$ cat config.mk
export PLATFORM = sky130hd
export DESIGN_NAME = plab5_mcore_debug_arbiter
export DESIGN_NICKNAME = d
export VERILOG_FILES = /design/src/rtl/plab5_mcore_debug_arbiter.sv
export SDC_FILE = /design/constraint.sdc
export NUM_CORES = 1
export LEC_CHECK = 0
export CORE_UTILIZATION = 42
export CTS_BUF_LIST = sky130_fd_sc_hd__clkbuf_2 sky130_fd_sc_hd__clkbuf_4 sky130_fd_sc_hd__clkbuf_8
export CTS_CLUSTER_DIAMETER = 200
export DETAILED_ROUTE_END_ITERATION = 8
export PLACE_DENSITY = 0.92
export SLEW_MARGIN = 20
export SYNTH_ARGS = -nofsm -noshare
export SYNTH_HDL_FRONTEND = slang
export SYNTH_SLANG_ARGS = --single-unit
$ cat constraint.sdc
create_clock -name clk -period 5.7 [get_ports clk]
set_clock_uncertainty 0.05 [all_clocks]
set_input_delay 1.425 -clock clk [delete_from_list [all_inputs] [get_ports clk]]
set_output_delay 1.425 -clock clk [all_outputs]
set_load 0.05 [all_outputs]
$ cat src/rtl/plab5_mcore_debug_arbiter.sv
// Round-robin arbiter sharing one debug interface between a secure (port 0)
// and a non-secure (port 1) debugger, one transaction at a time.
module plab5_mcore_debug_arbiter #(
    parameter int p_addr_nbits = 32,
    parameter int p_data_nbits = 32
) (
    input  logic                    clk,
    input  logic                    reset,
    input  logic                    req0_val,
    output logic                    req0_rdy,
    input  logic [p_addr_nbits-1:0] req0_src_addr,
    input  logic [p_addr_nbits-1:0] req0_dest_addr,
    input  logic                    req0_domain,
    input  logic                    req1_val,
    output logic                    req1_rdy,
    input  logic [p_addr_nbits-1:0] req1_src_addr,
    input  logic [p_addr_nbits-1:0] req1_dest_addr,
    input  logic                    req1_domain,
    output logic                    resp0_val,
    input  logic                    resp0_rdy,
    output logic                    resp1_val,
    input  logic                    resp1_rdy,
    output logic [p_data_nbits-1:0] resp_data,
    output logic                    resp_err,
    output logic                    db_val,
    output logic [p_addr_nbits-1:0] db_src_addr,
    output logic [p_addr_nbits-1:0] db_dest_addr,
    output logic                    db_domain,
    input  logic                    db_result_rdy,
    input  logic [p_data_nbits-1:0] db_result
);

    typedef enum logic [1:0] {
        IDLE  = 2'd0,
        ISSUE = 2'd1,
        WAIT  = 2'd2,
        RESP  = 2'd3
    } state_t;

    state_t                  state_r;
    logic                    prio_r;
    logic                    grant_r;
    logic [p_addr_nbits-1:0] src_r;
    logic [p_addr_nbits-1:0] dest_r;
    logic                    domain_r;
    logic [p_data_nbits-1:0] data_r;
    logic                    err_r;
    logic                    db_val_r;
    logic                    resp0_val_r;
    logic                    resp1_val_r;

    logic                    grant_s;
    logic                    fire_s;
    logic                    refuse_s;
    logic                    resp_take_s;

    // Arbitration winner, fire condition and response handshake decode
    always_comb begin
        grant_s = 1'b0;
        if (req0_val && req1_val) begin
            grant_s = prio_r;
        end else if (req1_val) begin
            grant_s = 1'b1;
        end else begin
            grant_s = 1'b0;
        end
        fire_s      = (state_r == IDLE) && (req0_val || req1_val);
        refuse_s    = grant_s && req1_domain;
        resp_take_s = grant_r ? resp1_rdy : resp0_rdy;
    end

    // Gating with reset keeps the ready outputs low while reset is asserted
    assign req0_rdy = reset & fire_s & ~grant_s;
    assign req1_rdy = reset & fire_s &  grant_s;

    assign db_val       = db_val_r;
    assign db_src_addr  = src_r;
    assign db_dest_addr = dest_r;
    assign db_domain    = domain_r;
    assign resp0_val    = resp0_val_r;
    assign resp1_val    = resp1_val_r;
    assign resp_data    = data_r;
    assign resp_err     = err_r;

    // Transaction sequencer with registered handshake outputs
    always_ff @(posedge clk or negedge reset) begin
        if (!reset) begin
            state_r     <= IDLE;
            prio_r      <= 1'b0;
            grant_r     <= 1'b0;
            src_r       <= {p_addr_nbits{1'b0}};
            dest_r      <= {p_addr_nbits{1'b0}};
            domain_r    <= 1'b0;
            data_r      <= {p_data_nbits{1'b0}};
            err_r       <= 1'b0;
            db_val_r    <= 1'b0;
            resp0_val_r <= 1'b0;
            resp1_val_r <= 1'b0;
        end else begin
            case (state_r)
                IDLE: begin
                    if (fire_s) begin
                        src_r    <= grant_s ? req1_src_addr  : req0_src_addr;
                        dest_r   <= grant_s ? req1_dest_addr : req0_dest_addr;
                        domain_r <= grant_s ? req1_domain    : req0_domain;
                        grant_r  <= grant_s;
                        prio_r   <= ~grant_s;
                        // Non-secure port asking for the secure domain never reaches the debug interface
                        if (refuse_s) begin
                            err_r       <= 1'b1;
                            data_r      <= {p_data_nbits{1'b0}};
                            resp1_val_r <= 1'b1;
                            state_r     <= RESP;
                        end else begin
                            db_val_r <= 1'b1;
                            state_r  <= ISSUE;
                        end
                    end
                end
                ISSUE: begin
                    db_val_r <= 1'b0;
                    state_r  <= WAIT;
                end
                WAIT: begin
                    if (db_result_rdy) begin
                        data_r      <= db_result;
                        err_r       <= 1'b0;
                        resp0_val_r <= ~grant_r;
                        resp1_val_r <=  grant_r;
                        state_r     <= RESP;
                    end
                end
                RESP: begin
                    if (resp_take_s) begin
                        resp0_val_r <= 1'b0;
                        resp1_val_r <= 1'b0;
                        state_r     <= IDLE;
                    end
                end
                default: begin
                    db_val_r    <= 1'b0;
                    resp0_val_r <= 1'b0;
                    resp1_val_r <= 1'b0;
                    state_r     <= IDLE;
                end
            endcase
        end
    end

endmodule

==> load_flow_metrics.sql, run 1 <==
INSERT INTO impl_metrics (metric_group, metric, value, unit) VALUES
('run_status', 'status', 'completed', ''),
('die', 'floorplan.die_area', '0.0112', 'mm2'),
('detailed_routing', 'antenna_left', '0', ''),
('detailed_routing', 'drt_iter0_drc', '524', ''),
('die', 'rows', '37', ''),
('cts', 'clkSlewWorstSetupHoldPaths', '80', 'ps'),
('cts', 'tritoncts_clock_tree', 'yes', ''),
('synthesis', 'synthArstFlopShare', '1.00', ''),
('min_path', 'min-delay-path-class', 'reg2reg', ''),
('synthesis', 'synth-compound-area-share', '0.168', ''),
('worst_setup_path', 'critical_path.cell_chain', 'clkdlybuf4s50_1 -> nand2_1 -> a21oi_4 -> and2_1 -> clkdlybuf4s50_1', ''),
('sta', 'timing.final.crit_share', '0.832', ''),
('sta', 'hold_ws', '463', 'ps'),
('worst_setup_path', 'crit_path_end', 'req0_rdy', ''),
('global_routing', 'antenna_found_initial', '0', ''),
('finish', 'syn2layout_area_growth', '65.9', '%'),
('worst_setup_path', 'required', '4220', 'ps'),
('detailed_routing', 'detail_route.wirelength', '14.6', 'mm'),
('worst_setup_path', 'cp_slowest_stage_delay', '800', 'ps'),
('sta', 'slew_at_the_pin_closest_to_its_max_slew_limit', '878', 'ps'),
('synthesis', 'synth_top_family_by_area', 'compound AO/OA/AOI/OAI gates', ''),
('worst_setup_path', 'worst-r2r-cell-count', '7', ''),
('power', 'max-vdd-ir-drop', '0.000426', 'V'),
('die', 'effective_utilization_at_floorplan', '0.435', ''),
('sta', 'timing.final.hold_violations', '0', ''),
('finish', 'fillers', '734', ''),
('synthesis', 'mappedNetlistArea', '0.00454', 'mm2'),
('synthesis', 'synth-adder-area-share', '0.0166', ''),
('synthesis', 'synth-simple-area-share', '0.0447', ''),
('sta', 'timing.slew.headroom', '0.415', ''),
('global_routing', 'gr-usage-all-layers', '0.259', ''),
('power', 'share_seq_of_total_power', '0.274', ''),
('synthesis', 'synth.avg_cell_area', '11.1', 'um2'),
('power', 'switchingPower', '2.44', 'mW'),
('power', 'power', '4.82', 'mW'),
('placed_design', 'hpwl', '10.7', 'mm'),
('finish', 'antenna_cells', '0', ''),
('power', 'power.share.combinational', '0.643', ''),
('power', 'power_frac_clock', '0.083', ''),
('synthesis', 'post-synth-top-count-cell', 'dfrtp_1', ''),
('cts', 'holdBufCountCts', '0', ''),
('power', 'p_per_area', '641', 'mW/mm2'),
('sta', 'timing.final.ws_setup', '958', 'ps'),
('die', 'die_w', '106', 'um'),
('finish', 'multiInputGateArea', '0.00144', 'mm2'),
('worst_setup_path', 'reg2reg_setup_slack', '3280', 'ps'),
('synthesis', 'synth-main-ff-cell', 'dfrtp_1', ''),
('synthesis', 'synth.largest_area_cell', 'dfrtp_1', ''),
('cts', 'ctsResizeCount', '0', ''),
('detailed_routing', 'routed_via_density', '5.47', ''),
('sta', 'finalMaxSlewViolations', '0', ''),
('flow_run', 'max-cap-violations', '0', ''),
('synthesis', 'yosys_register_bits', '105', ''),
('synthesis', 'synth_fp_nets', '582', ''),
('sta', 'rsz0062_at_grt', 'no', ''),
('cts', 'post_cts_buffers', '0', ''),
('cts', 'cts_buffers', '9', ''),
('die', 'core', '0.0104', 'mm2'),
('finish', 'final_nets', '841', ''),
('die', 'ios', '272', ''),
('synthesis', 'synth_common_cells', 'dfrtp_1 (105), inv_1 (101), a222oi_1 (65), nand2_1 (39), mux2i_1 (35)', ''),
('global_routing', 'grt_pass1_wl', '22.5', 'mm'),
('power', 'power.switching_fraction', '0.505', ''),
('placed_design', 'pre_cts_slack', '968', 'ps'),
('global_routing', 'grt_start_max_net_pins', '71', ''),
('detailed_routing', 'drc', '0', ''),
('sta', 'finalSetupViolCount', '0', ''),
('placed_design', 'numPortBuffers', '271', ''),
('cts', 'htreeDepth', '3', ''),
('worst_setup_path', 'cp_max_fo', '4', ''),
('worst_setup_path', 'endpoint_kind', 'output port', '');
==> critical path, delay by kind of cell <==
kind | cells | cell delay (ps)
and+or+nand+nor | 2 | 290
AOI/OAI and AO/OA | 1 | 180
buffers and inverters | 2 | 1370
==> per-layer routing <==
layer	share of wire	up-vias	GRT usage
li1	-	1939	-
met1	0.35	2099	0.279
met2	0.52	300	0.471
met3	0.087	57	0.0613
met4	0.042	0	0.136
met5	0	-	0
==> layout make-up <==
class                           count  area share
Clock buffer                       12      0.0203
Clock inverter                      1    0.000665
Inverter                          101      0.0504
Multi-Input combinational cell    172       0.191
Sequential cell                   105       0.349
Tap cell                          136      0.0226
Timing Repair Buffer              277       0.366
==> power groups by stage <==
stage          combinational (mW)  clock, mW  sequential [mW]
2_1_floorplan               0.883          0             2.47
3_3_place_gp                 3.02          0             1.31
3_5_place_dp                 3.11          0             1.33
4_1_cts                      3.12      0.413             1.32
5_1_grt                      3.27      0.435             1.36
6_report                     3.10      0.403             1.32
==> stage by stage <==
| step | area (um2) | instances |
|---|---|---|
| 2_1_floorplan | 4540 | 407 |
| 3_3_place_gp | 7370 | 791 |
| 3_5_place_dp | 7370 | 791 |
| 4_1_cts | 7520 | 804 |
| 5_1_grt | 7520 | 804 |
| 6_report | 7520 | 804 |
==> registers in the layout, indices dropped and copies added, names as in the netlist <==
signal        count
resp_data        32
state_r           2
grant_r           1
resp0_val         1
db_src_addr      32
prio_r            1
db_domain         1
db_dest_addr     32
db_val            1
resp_err          1
resp1_val         1
==> how the worst min path moves through the flow <==
| stage | cells after the start | slack [ps] | startpoint | endpoint |
|---|---|---|---|---|
| finish | 2 | 460 | db_src_addr[11] | db_src_addr[11] |
| global route | 2 | 480 | db_src_addr[12] | db_src_addr[12] |
| CTS | 2 | 470 | db_src_addr[9] | db_src_addr[9] |
| detailed placement | 2 | 440 | db_src_addr[31] | db_src_addr[31] |
| global placement | 1 | 440 | resp1_val | resp1_val |
| floorplan | 1 | 410 | prio_r | prio_r |
==> logic make-up (layout without fill, tap and decap cells) <==
family,Yosys count,after routing
buffers and inverters,130,391
DFF,105,105
AOI/OAI and AO/OA,81,81
and+or+nand+nor,49,49
muxes,36,36
adders and majority gates,6,6
==> placed cells by master, fill, tap and decap left out, types with 2 or more instances in the layout <==
cell	instances
clkbuf_4	2
mux2i_1	35
o21ai_0	5
clkbuf_8	10
and2_1	2
inv_1	101
dfrtp_1	105
nor2_1	3
a222oi_1	65
nand2_1	39
clkdlybuf4s50_1	270
ha_1	6
buf_4	7
(Power assumes the default switching activity.)
==> inputs of run 2 (changes only) <==
CORE_ASPECT_RATIO = 1.5   (was default)
CORE_UTILIZATION = 35   (was 42)
PLACE_DENSITY = 0.82   (was 0.92)
clock period = 4.25 ns   (was 5.7 ns; I/O delays follow)
==> load_flow_metrics.sql, run 2 (synthesized netlist as in run 1, its figures left out) <==
INSERT INTO impl_metrics (metric_group, metric, value, unit) VALUES
('run_status', 'status', 'finished, violations left', ''),
('run_status', 'violations', 'design-rule violations', ''),
('power', 'power.leakage', '3.59', 'nW'),
('worst_setup_path', 'critical_path.cell_chain', 'clkdlybuf4s50_1 -> nand2b_1 -> and3_2 -> and2_1 -> buf_12', ''),
('sta', 'fmax', '293', 'MHz'),
('worst_setup_path', 'worst_ep_arrival_time', '2300', 'ps'),
('cts', 'htreeDepth', '3', ''),
('min_path', 'min-delay-path-class', 'reg2reg', ''),
('sta', 'finalSetupViolCount', '0', ''),
('sta', 'rsz0062_at_grt', 'no', ''),
('worst_setup_path', 'critical_path.slowest_cell', 'clkdlybuf4s50_1', ''),
('worst_setup_path', 'worst-r2r-cell-count', '6', ''),
('detailed_routing', 'detail_route.first_pass.iterations', '9', ''),
('cts', 'clock_tree.buffer_depth', '2', ''),
('power', 'power', '6.57', 'mW'),
('cts', 'clock_latency', '350', 'ps'),
('sta', 'setup_tns', '0', 'ps'),
('placed_design', 'gp_congestion', '0.789', ''),
('sta', 'final_period_minus_worst_setup_slack', '3420', 'ps'),
('cts', 'clockRootBuffer', 'clkbuf_8', ''),
('global_routing', 'gr-usage-all-layers', '0.211', ''),
('die', 'die_y', '141', 'um'),
('die', 'rows', '50', ''),
('die', 'ios', '272', ''),
('detailed_routing', 'drc', '11', ''),
('power', 'p_per_area', '858', 'mW/mm2'),
('worst_setup_path', 'timing.critical_path.from_type', 'input pin', ''),
('sta', 'timing.final.hold_violations', '0', ''),
('worst_setup_path', 'endpoint_kind', 'output port', ''),
('sta', 'timing.final.crit_share', '0.804', ''),
('flow_run', 'max-cap-violations', '0', ''),
('cts', 'tritoncts_clock_tree', 'yes', ''),
('cts', 'holdBufCountCts', '0', ''),
('finish', 'final_nets', '842', ''),
('detailed_routing', 'detail_route.wirelength', '14.1', 'mm'),
('power', 'max-vdd-ir-drop', '0.000587', 'V'),
('die', 'die_w', '94.9', 'um'),
('die', 'core', '0.0126', 'mm2'),
('worst_setup_path', 'required', '3140', 'ps'),
('worst_setup_path', 'critical_path_buf_inv_count', '2', ''),
('detailed_routing', 'drt_iter0_drc', '360', ''),
('min_path', 'worst_hold_path_endpoint', 'resp1_val', ''),
('die', 'effective_utilization_at_floorplan', '0.361', ''),
('worst_setup_path', 'cp_top_family', 'buffers and inverters', ''),
('global_routing', 'grt_start_max_net_pins', '77', ''),
('min_path', 'worstHoldStart', 'resp1_val', ''),
('sta', 'finalMaxSlewViolations', '0', ''),
('sta', 'slew_at_the_pin_closest_to_its_max_slew_limit', '1030', 'ps'),
('worst_setup_path', 'cp_num_cells', '5', ''),
('placed_design', 'hpwl', '10.4', 'mm'),
('cts', 'post_cts_buffers', '0', ''),
('cts', 'cts_buffers', '9', ''),
('finish', 'antenna_cells', '0', ''),
('die', 'floorplan.die_area', '0.0134', 'mm2'),
('finish', 'final_cell_mix', 'clkdlybuf4s50_1 (268), dfrtp_1 (105), inv_1 (101)', ''),
('cts', 'clkSlewWorstSetupHoldPaths', '90', 'ps'),
('placed_design', 'numPortBuffers', '271', ''),
('worst_setup_path', 'path_class', 'in2out', ''),
('global_routing', 'grt_pass1_vias', '4424', ''),
('worst_setup_path', 'r2r_end', 'resp_data[28]', ''),
('global_routing', 'grt_overflow', '0', ''),
('finish', 'syn2layout_area_growth', '68.7', '%'),
('worst_setup_path', 'crit-reg2reg-launch', 'state_r[0]', ''),
('detailed_routing', 'antenna_left', '0', ''),
('sta', 'timing.slew.headroom', '0.312', ''),
('worst_setup_path', 'cp_slowest_stage_delay', '570', 'ps'),
('cts', 'ctsResizeCount', '0', ''),
('finish', 'layout.cells.most_common', 'clkdlybuf4s50_1', ''),
('detailed_routing', 'post_drt_wl_per_cell', '17.0', 'um'),
('global_routing', 'antenna_found_initial', '0', ''),
('global_routing', 'grt_pass1_wl', '21.8', 'mm'),
('cts', 'cts_num_sinks', '105', ''),
('finish', 'drive_above_1_share', '0.0462', ''),
('min_path', 'hold_path_depth', '1', ''),
('detailed_routing', 'num_vias', '4237', ''),
('worst_setup_path', 'cp_max_fo', '4', ''),
('detailed_routing', 'routed_via_density', '5.12', ''),
('worst_setup_path', 'reg2reg_setup_slack', '1680', 'ps');
## run 2: cell type report
class	instances	area, um2
Fill cell	1013	4920
Timing Repair Buffer	278	2820
Sequential cell	105	2630
Multi-Input combinational cell	172	1440
Inverter	101	379
Tap cell	156	195
Clock buffer	11	145
Clock inverter	4	53.8
## run 2: worst register-to-register path, delay by kind of cell (launching register included)
family,cells,cell delay (ps)
adder cells (fa/ha/maj),1,200
multiplexers,1,220
flip-flops,1,420
buffers and inverters,3,740
AO/OA/AOI/OAI,1,870
## run 2: power breakdown
part	internal (mW)	switching, mW
combinational	1.51	2.65
sequential	1.48	0.293
clock	0.293	0.333
total	3.29	3.28
## run 2: through the flow
stage	std cells	setup slack, ps	area, um2	utilization	hold WS (ps)
6_report	827	833	7650	0.608	458
5_1_grt	827	777	7650	0.608	491
3_3_place_gp	811	840	7420	0.590	431
2_1_floorplan	407	905	4540	-	413
3_5_place_dp	811	827	7420	0.590	442
4_1_cts	826	828	7620	0.606	465
## run 2: worst max path at each step
stage / slack, ps / startpoint / to
6_report: 830 / req0_val / req1_rdy
5_1_grt: 780 / req0_val / req1_rdy
4_1_cts: 830 / req0_val / req1_rdy
3_5_place_dp: 830 / req0_val / req1_rdy
3_3_place_gp: 840 / req0_val / req1_rdy
2_1_floorplan: 900 / req0_val / req1_rdy
## run 2: metal layers
layer | track usage | part of all wire | vias to the layer above
met5 | 0 | 0 | -
met1 | 0.243 | 0.38 | 2031
met4 | 0.0965 | 0.034 | 0
met3 | 0.0579 | 0.072 | 32
li1 | - | - | 1943
met2 | 0.359 | 0.52 | 231
